<file path="src/rtl/display_scan_controller.sv">
// Multiplexed 7-segment scanner: synced scan_clk ticks step through
// double-buffered hex digits, with a one-cycle blanking gap between them.
// Ports: clk, reset (async, low), scan_clk, enable, digits_in, dp_in,
//   blank_in, load -> load_ack, anode_n, seg_n, dp_n, digit_idx, frame_done.
module display_scan_controller #(
  parameter int DIGITS = 4,
  parameter int IDX_W  = 3
) (
  input  logic                  clk,
  input  logic                  reset,
  input  logic                  scan_clk,
  input  logic                  enable,
  input  logic [4*DIGITS-1:0]   digits_in,
  input  logic [DIGITS-1:0]     dp_in,
  input  logic [DIGITS-1:0]     blank_in,
  input  logic                  load,
  output logic                  load_ack,
  output logic [DIGITS-1:0]     anode_n,
  output logic [6:0]            seg_n,
  output logic                  dp_n,
  output logic [IDX_W-1:0]      digit_idx,
  output logic                  frame_done
);

  localparam logic [1:0] ST_OFF   = 2'd0;
  localparam logic [1:0] ST_DRIVE = 2'd1;
  localparam logic [1:0] ST_GAP   = 2'd2;

  logic s1_q, s2_q, p_q;
  logic [1:0] state_q, state_d;
  logic [IDX_W-1:0] idx_q, idx_d;
  logic pend_q, pend_d;
  logic [4*DIGITS-1:0] sh_dig_q;
  logic [DIGITS-1:0] sh_dp_q, sh_blk_q;

  logic [DIGITS-1:0] anode_q, anode_d;
  logic [6:0] seg_q, seg_d;
  logic dp_q, dp_d;
  logic [IDX_W-1:0] didx_q;
  logic fd_q, ack_q;

  logic tick, last, wrap, req, wr;
  logic [3:0] cur_nib;
  logic cur_dp, cur_blk;

  function automatic logic [6:0] hex7(input logic [3:0] v);
    logic [6:0] s;
    case (v)
      4'h0: s = 7'h40;
      4'h1: s = 7'h79;
      4'h2: s = 7'h24;
      4'h3: s = 7'h30;
      4'h4: s = 7'h19;
      4'h5: s = 7'h12;
      4'h6: s = 7'h02;
      4'h7: s = 7'h78;
      4'h8: s = 7'h00;
      4'h9: s = 7'h10;
      4'hA: s = 7'h08;
      4'hB: s = 7'h03;
      4'hC: s = 7'h46;
      4'hD: s = 7'h21;
      4'hE: s = 7'h06;
      default: s = 7'h0E;
    endcase
    return s;
  endfunction

  assign tick = s2_q & ~p_q;
  assign last = (idx_q == IDX_W'(DIGITS - 1));
  assign wrap = enable && (state_q == ST_DRIVE) && tick && last;
  assign req  = pend_q | load;
  // OFF applies loads at once; otherwise only at the frame wrap
  assign wr   = req && ((state_q == ST_OFF) || wrap);

  assign cur_nib = 4'(sh_dig_q >> {idx_q, 2'b00});
  assign cur_dp  = 1'(sh_dp_q >> idx_q);
  assign cur_blk = 1'(sh_blk_q >> idx_q);

  always_comb begin
    state_d = state_q;
    idx_d   = idx_q;
    if (!enable) begin
      state_d = ST_OFF;
      idx_d   = '0;
    end else begin
      case (state_q)
        ST_OFF: begin
          state_d = ST_DRIVE;
          idx_d   = '0;
        end
        ST_DRIVE: begin
          if (tick) begin
            state_d = ST_GAP;
            idx_d   = last ? '0 : idx_q + IDX_W'(1);
          end
        end
        ST_GAP:  state_d = ST_DRIVE;
        default: begin
          state_d = ST_OFF;
          idx_d   = '0;
        end
      endcase
    end
  end

  assign pend_d = wr ? 1'b0 : req;

  // outputs are registered from the current state, one cycle behind it
  always_comb begin
    anode_d = '1;
    seg_d   = 7'h7F;
    dp_d    = 1'b1;
    if (state_q == ST_DRIVE) begin
      anode_d = ~(DIGITS'(1) << idx_q);
      if (!cur_blk) begin
        seg_d = hex7(cur_nib);
        dp_d  = ~cur_dp;
      end
    end
  end

  always_ff @(posedge clk or negedge reset) begin
    if (!reset) begin
      s1_q     <= 1'b0;
      s2_q     <= 1'b0;
      p_q      <= 1'b0;
      state_q  <= ST_OFF;
      idx_q    <= '0;
      pend_q   <= 1'b0;
      sh_dig_q <= '0;
      sh_dp_q  <= '0;
      sh_blk_q <= '0;
      anode_q  <= '1;
      seg_q    <= 7'h7F;
      dp_q     <= 1'b1;
      didx_q   <= '0;
      fd_q     <= 1'b0;
      ack_q    <= 1'b0;
    end else begin
      s1_q    <= scan_clk;
      s2_q    <= s1_q;
      p_q     <= s2_q;
      state_q <= state_d;
      idx_q   <= idx_d;
      pend_q  <= pend_d;
      if (wr) begin
        sh_dig_q <= digits_in;
        sh_dp_q  <= dp_in;
        sh_blk_q <= blank_in;
      end
      anode_q <= anode_d;
      seg_q   <= seg_d;
      dp_q    <= dp_d;
      didx_q  <= idx_q;
      fd_q    <= wrap;
      ack_q   <= wr;
    end
  end

  assign anode_n    = anode_q;
  assign seg_n      = seg_q;
  assign dp_n       = dp_q;
  assign digit_idx  = didx_q;
  assign frame_done = fd_q;
  assign load_ack   = ack_q;

endmodule

</file>
<file path="config.mk">
export PLATFORM = sky130hd
export DESIGN_NAME = display_scan_controller
export DESIGN_NICKNAME = d
export VERILOG_FILES = /design/src/rtl/display_scan_controller.sv
export SDC_FILE = /design/constraint.sdc
export NUM_CORES = 1
export LEC_CHECK = 0
export ABC_AREA = 1
export BUFFER_PORTS_ARGS = -buffer_cell sky130_fd_sc_hd__buf_2
export CAP_MARGIN = 20
export CORE_MARGIN = 3
export CORE_UTILIZATION = 58
export CTS_BUF_LIST = sky130_fd_sc_hd__clkbuf_16
export DETAILED_ROUTE_END_ITERATION = 10
export PLACE_DENSITY = 0.87
export SLEW_MARGIN = 15
export SYNTH_ARGS = -nofsm -noshare
export SYNTH_HDL_FRONTEND = slang
export SYNTH_SLANG_ARGS = --single-unit
export TNS_END_PERCENT = 1
</file>
<file path="constraint.sdc">
create_clock -name clk -period 5.6 [get_ports clk]
set_input_delay 0.84 -clock clk [delete_from_list [all_inputs] [get_ports clk]]
set_output_delay 0.84 -clock clk [all_outputs]
set_load 0.1 [all_outputs]
</file>
; Yosys cells after proc, flatten, opt, wreduce, memory -nomap -nowiden
; Memories as Yosys holds them, arrays and structs flattened.
; Cells that the tools add are included.
[classes]
add_sub_neg = 1
eq_ne = 5
shift = 4
n_mux = 13
bitwise_logic = 5
n_reduce_logical = 8
[op_table]
columns = op, n
row1 = $shr A16 B5 Y4, 1
row2 = $mux W7, 2
row3 = $mux W3, 3
row4 = $shr A4 B3 Y1, 2
row5 = $pmux W3 S2, 1
row6 = $logic_and A1 B1 Y1, 4
row7 = $mux W2, 2
row8 = $mux W4, 1
row9 = $not A4 Y4, 1
row10 = $pmux W2 S2, 1
row11 = $shl A1 B3 Y4 const A, 1
row12 = $add A3 B1 Y3 const B, 1
row13 = $eq A3 B2 Y1 const B, 1
row14 = $mux W1, 3
row15 = $ne A3 B3 Y1 const B, 1
row16 = $eq A2 B1 Y1 const B, 1
row17 = $eq A2 B2 Y1 const B, 1
row18 = $logic_not A2 Y1, 1
row19 = $ne A2 B2 Y1 const B, 1
row20 = $not A1 Y1, 2
row21 = $reduce_and A2 Y1, 1
row22 = $reduce_or A2 Y1, 1
row23 = $and A1 B1 Y1, 1
row24 = $logic_or A1 B1 Y1, 1
row25 = $or A1 B1 Y1, 1
[totals]
reg_bits = 50
mem_bits_ro = 112
input_bits = 29
out_inout_bits = 17
word_cells = 52
memories = 1
[mem_list]
columns = memory, depth, word_bits, rd, rd_clocked_by_memory_dff, write_ports, line_no
row1 = (no name shown), 16, 7, 1, 0, 0, 48  ; case (v)

; Logic depth before layout (Yosys ltp)
[depth]
depth_word = 7
depth_mapped = 12
depth_no_buf = 11

; Worst setup path after synthesis
; OpenSTA, ideal clock, no wires.
[synth_path]
kind = register to register
startpoint = register idx_q[0]
endpoint = register seg_q[1], in the netlist seg_n[1]
setup_time_ns = 0.080
arrival_ns = 1.759
t_required_ns = 5.520
setup_slack_ns = 3.761
path_stages_with_launch = 13
n_path_buf = 1
synth_period_minus_slack_ns = 1.839
cell_sequence = dfrtp_1 > inv_1 > buf_2 > nand2_1 > nand3_1 > nand2_1 > nor2_1 > inv_1 > ha_1 > nand4_1 > nor2_1 > nor2_1 > nand2_1
[synth_via]
elab_chain_len = 4
word_cells_on_any_way = 5
cone_classes = 2 x shift / 2 x mux / 1 x memory
[synth_lines]
columns = item, line_no
row1 = "start, declared", 31  ; logic [IDX_W-1:0] idx_q, idx_d;
row2 = "start signal, assigned", 145  ; idx_q <= idx_d;
row3 = $shr A16 B5 Y4, 76  ; assign cur_nib = 4'(sh_dig_q >> {idx_q, 2'b00});
row4 = $mem_v2 Z16 W7, --
row5 = $mux W7 (*), 116  ; if (!cur_blk) begin
row6 = $mux W7 (*), 114  ; if (state_q == ST_DRIVE) begin
row7 = named net seg_d[1], 37  ; logic [6:0] seg_q, seg_d;
row8 = "end signal, assigned", 153  ; seg_q <= seg_d;
row9 = "end, declared", 37
; Mark *: on every way through the listed nets, which the timed path passes. The rest lies on a longest branch.
; A chain may end at the register's enable or synchronous reset.

; Final worst setup path
[layout_path]
startpoint = register idx_q[0]
endpoint = register seg_q[5], in the netlist seg_n[5]
; Same word-level chain as after synthesis.

==> metrics <==
hold path depth=0; Post-CTS Setup Inserts=0; cell mode on critical path=nand2_1; vias in the first global route=1,680; DR iter-0 viols=155; sequential share of the synthesized area=55.21%; Die Ht=68.88 µm; Clock Path Buffers=2; clock insertion delay at the later pin of the skew report=0.29 ns; Final setup viols=0; Routed WL per cell=12.34 µm; Final Hold Vio Count=0; gr ovfl total=0; GRT Overall Usage=21.68%; Core Box Area=0.003744 mm²; commonest non-fill, non-tap cell in the layout=nand2_1; Setup TNS=0 ns; share of cells above drive strength 1=22.93%; DR pass1 iterations=4; largest net degree at the start of global routing=51; Rows=22; Die Footprint=0.004744 mm²; critical hold path startpoint=s1_q$_DFF_PN0_; Worst Slack Setup Final=3.372 ns; crit-path cells=inv_1 -> nand2_1 -> nand3_1 -> nand2_1 -> nand2_1 -> inv_1 -> ha_1 -> nand4_1 -> o21ai_0 -> nand2_1 -> nand2_1; CTS Buf Count=5; post-DP HPWL=3079 µm; worst slack at placement=3.380 ns; fill cell count=311; Initial Util=61.26%; final wirelength=4468 µm; YS warnings=0; Mapped Area=0.002293 mm²; CTS tree=done; global-route wire length before repair=7548 µm; CP peak stage delay=0.63 ns; number of distinct library cells after synthesis=22; Critical Path Source Type=register; reg2reg setup slack=3.37 ns; post-layout min period=2.228 ns; Setup crit end kind=register; WHS Endpoint=s2_q$_DFF_PN0_; total number of vias=1,828; most frequent cells in the layout=nand2_1 (114), buf_2 (44), dfrtp_1 (38); post-CTS sizing=0; pwr dens=487.3 mW/mm²; reg2reg end=seg_n[5]$_DFF_PN1_; syn avg cell area=8.590 µm²; Syn Inst Count=267; Worst Hold Class=reg2reg; CP max FO=16; DIE WIDTH=68.88 µm; Crit path arrival time=2.46 ns; critical path type=reg2reg; Port Buffer Count=45; reg2reg start=idx_q[0]$_DFFE_PN0P_; Final ANT Viol Nets=0; Worst-Margin Slew=0.6394 ns; syn nets=306; CTS Hold Bufs=0; FMAX=448.9 MHz; Clk Tree Root Cell=clkbuf_16; Register-to-Register Path Depth=11; Rel. slew slack=57.21%; # diodes=0; #FFs+latches synth=50; Max Slew Vio Count=0; initial antenna violation count=0; status=finished, final reports clean; Final period util=39.78%; # IOs=46; crit path max-delay cell type=dfrtp_1; # H-tree levels=2; CTS clk-pin slew, worst paths=0.06 ns; Area growth syn-to-layout=17.78%; RSZ-0062 raised after global routing=no; Vias per Instance=5.050; RD Place Congestion=0.8708; worst clock skew=0.009873 ns; maxcap violations=0; Clock Sinks=50; Peak supply drop=0.2539 mV; Final nets=352; leak pwr=0.001445 µW; remaining routing DRC violations=0; Worst EP required=5.83 ns
Yosys cell counts:
master	count	share of area [%]
nor2_1	16	2.6
nand4_1	5	1.4
o31ai_1	1	0.33
a21oi_1	6	1.3
ha_1	10	5.5
nor2_4	1	0.49
inv_2	3	0.49
o22ai_1	1	0.27
inv_1	19	3.1
o21ai_4	1	0.71
buf_2	4	0.87
nand3_1	24	5.2
dfrtp_1	38	41
inv_4	1	0.27
buf_6	2	0.98
nand3_2	1	0.44
o21ai_2	1	0.38
dfstp_2	12	14
nand2_1	114	19
o21ai_0	4	0.87
o211ai_1	2	0.65
nand2_2	1	0.27
state kept, by name, indices dropped and copies added (netlist names):
| signal | cells |
|---|---|
| anode_n | 4 |
| state_q | 2 |
| sh_dp_q | 4 |
| sh_blk_q | 4 |
| pend_q | 1 |
| idx_q | 3 |
| frame_done | 1 |
| seg_n | 7 |
| sh_dig_q | 16 |
| p_q | 1 |
| dp_n | 1 |
| digit_idx | 3 |
| load_ack | 1 |
| s1_q | 1 |
| s2_q | 1 |
per-stage QoR:
| step | instance area [µm²] | instances | utilization [%] | power, µW | hold WS, ns |
|---|---|---|---|---|---|
| 3_5_place_dp | 2536 | 354 | 67.75 | 986.0 | 0.3386 |
| 3_3_place_gp | 2536 | 354 | 67.75 | 977.8 | 0.3333 |
| 5_1_grt | 2701 | 362 | 72.16 | 1396 | 0.3628 |
| 4_1_cts | 2699 | 362 | 72.09 | 1320 | 0.3528 |
| 2_1_floorplan | 2293 | 267 | - | 896.5 | 0.3312 |
| 6_report | 2701 | 362 | 72.16 | 1316 | 0.3520 |
layout make-up:
| class | count | area (µm²) | share of cell area [%] |
|---|---|---|---|
| Clock buffer | 5 | 125.1 | 4.632 |
| Clock inverter | 3 | 37.54 | 1.390 |
| Inverter | 23 | 88.84 | 3.289 |
| Multi-Input combinational cell | 188 | 895.9 | 33.16 |
| Sequential cell | 50 | 1266 | 46.87 |
| Tap cell | 48 | 60.06 | 2.223 |
| Timing Repair Buffer | 45 | 227.7 | 8.430 |
power by group:
group	switching (µW)	leakage (µW)	internal (µW)
sequential	44.9	0.000601	450
clock	125	0.0000826	207
combinational	377	0.000761	113
total	546	0.00144	770
critical path, delay by kind of cell, from the launching register on:
kind / cells / cell delay [ns]
buffers and inverters: 2 / 0.48
and+or+nand+nor: 7 / 0.75
DFF: 1 / 0.63
adders and majority gates: 1 / 0.18
AOI/OAI and AO/OA: 1 / 0.12
worst max path at each step:
stage	end	cells after the start	startpoint	slack, ns
3_5_place_dp	seg_n[3]$_DFF_PN1_	10	idx_q[0]$_DFFE_PN0P_	3.38
2_1_floorplan	seg_n[1]$_DFF_PN1_	12	idx_q[0]$_DFFE_PN0P_	3.76
5_1_grt	seg_n[5]$_DFF_PN1_	11	idx_q[0]$_DFFE_PN0P_	3.07
3_3_place_gp	seg_n[1]$_DFF_PN1_	11	idx_q[0]$_DFFE_PN0P_	3.50
6_report	seg_n[5]$_DFF_PN1_	11	idx_q[0]$_DFFE_PN0P_	3.37
4_1_cts	seg_n[3]$_DFF_PN1_	10	idx_q[0]$_DFFE_PN0P_	3.37
per-layer routing:
layer,GRT usage (%),share of wire [%],vias up
li1,-,-,928
met1,28.56,45,836
met2,33.69,47,56
met3,6.321,6.4,8
met4,8.759,1.8,0
met5,0,0,-
kinds of logic after synthesis:
group                    after synthesis  synth area share, %
flip-flops                            50                55.21
AO/OA/AOI/OAI                         16                4.529
adder cells (fa/ha/maj)               10                5.456
buffers and inverters                 29                5.728
AND/OR/NAND/NOR                      162                29.08
No activity file was read; power rests on OpenSTA's default activity.
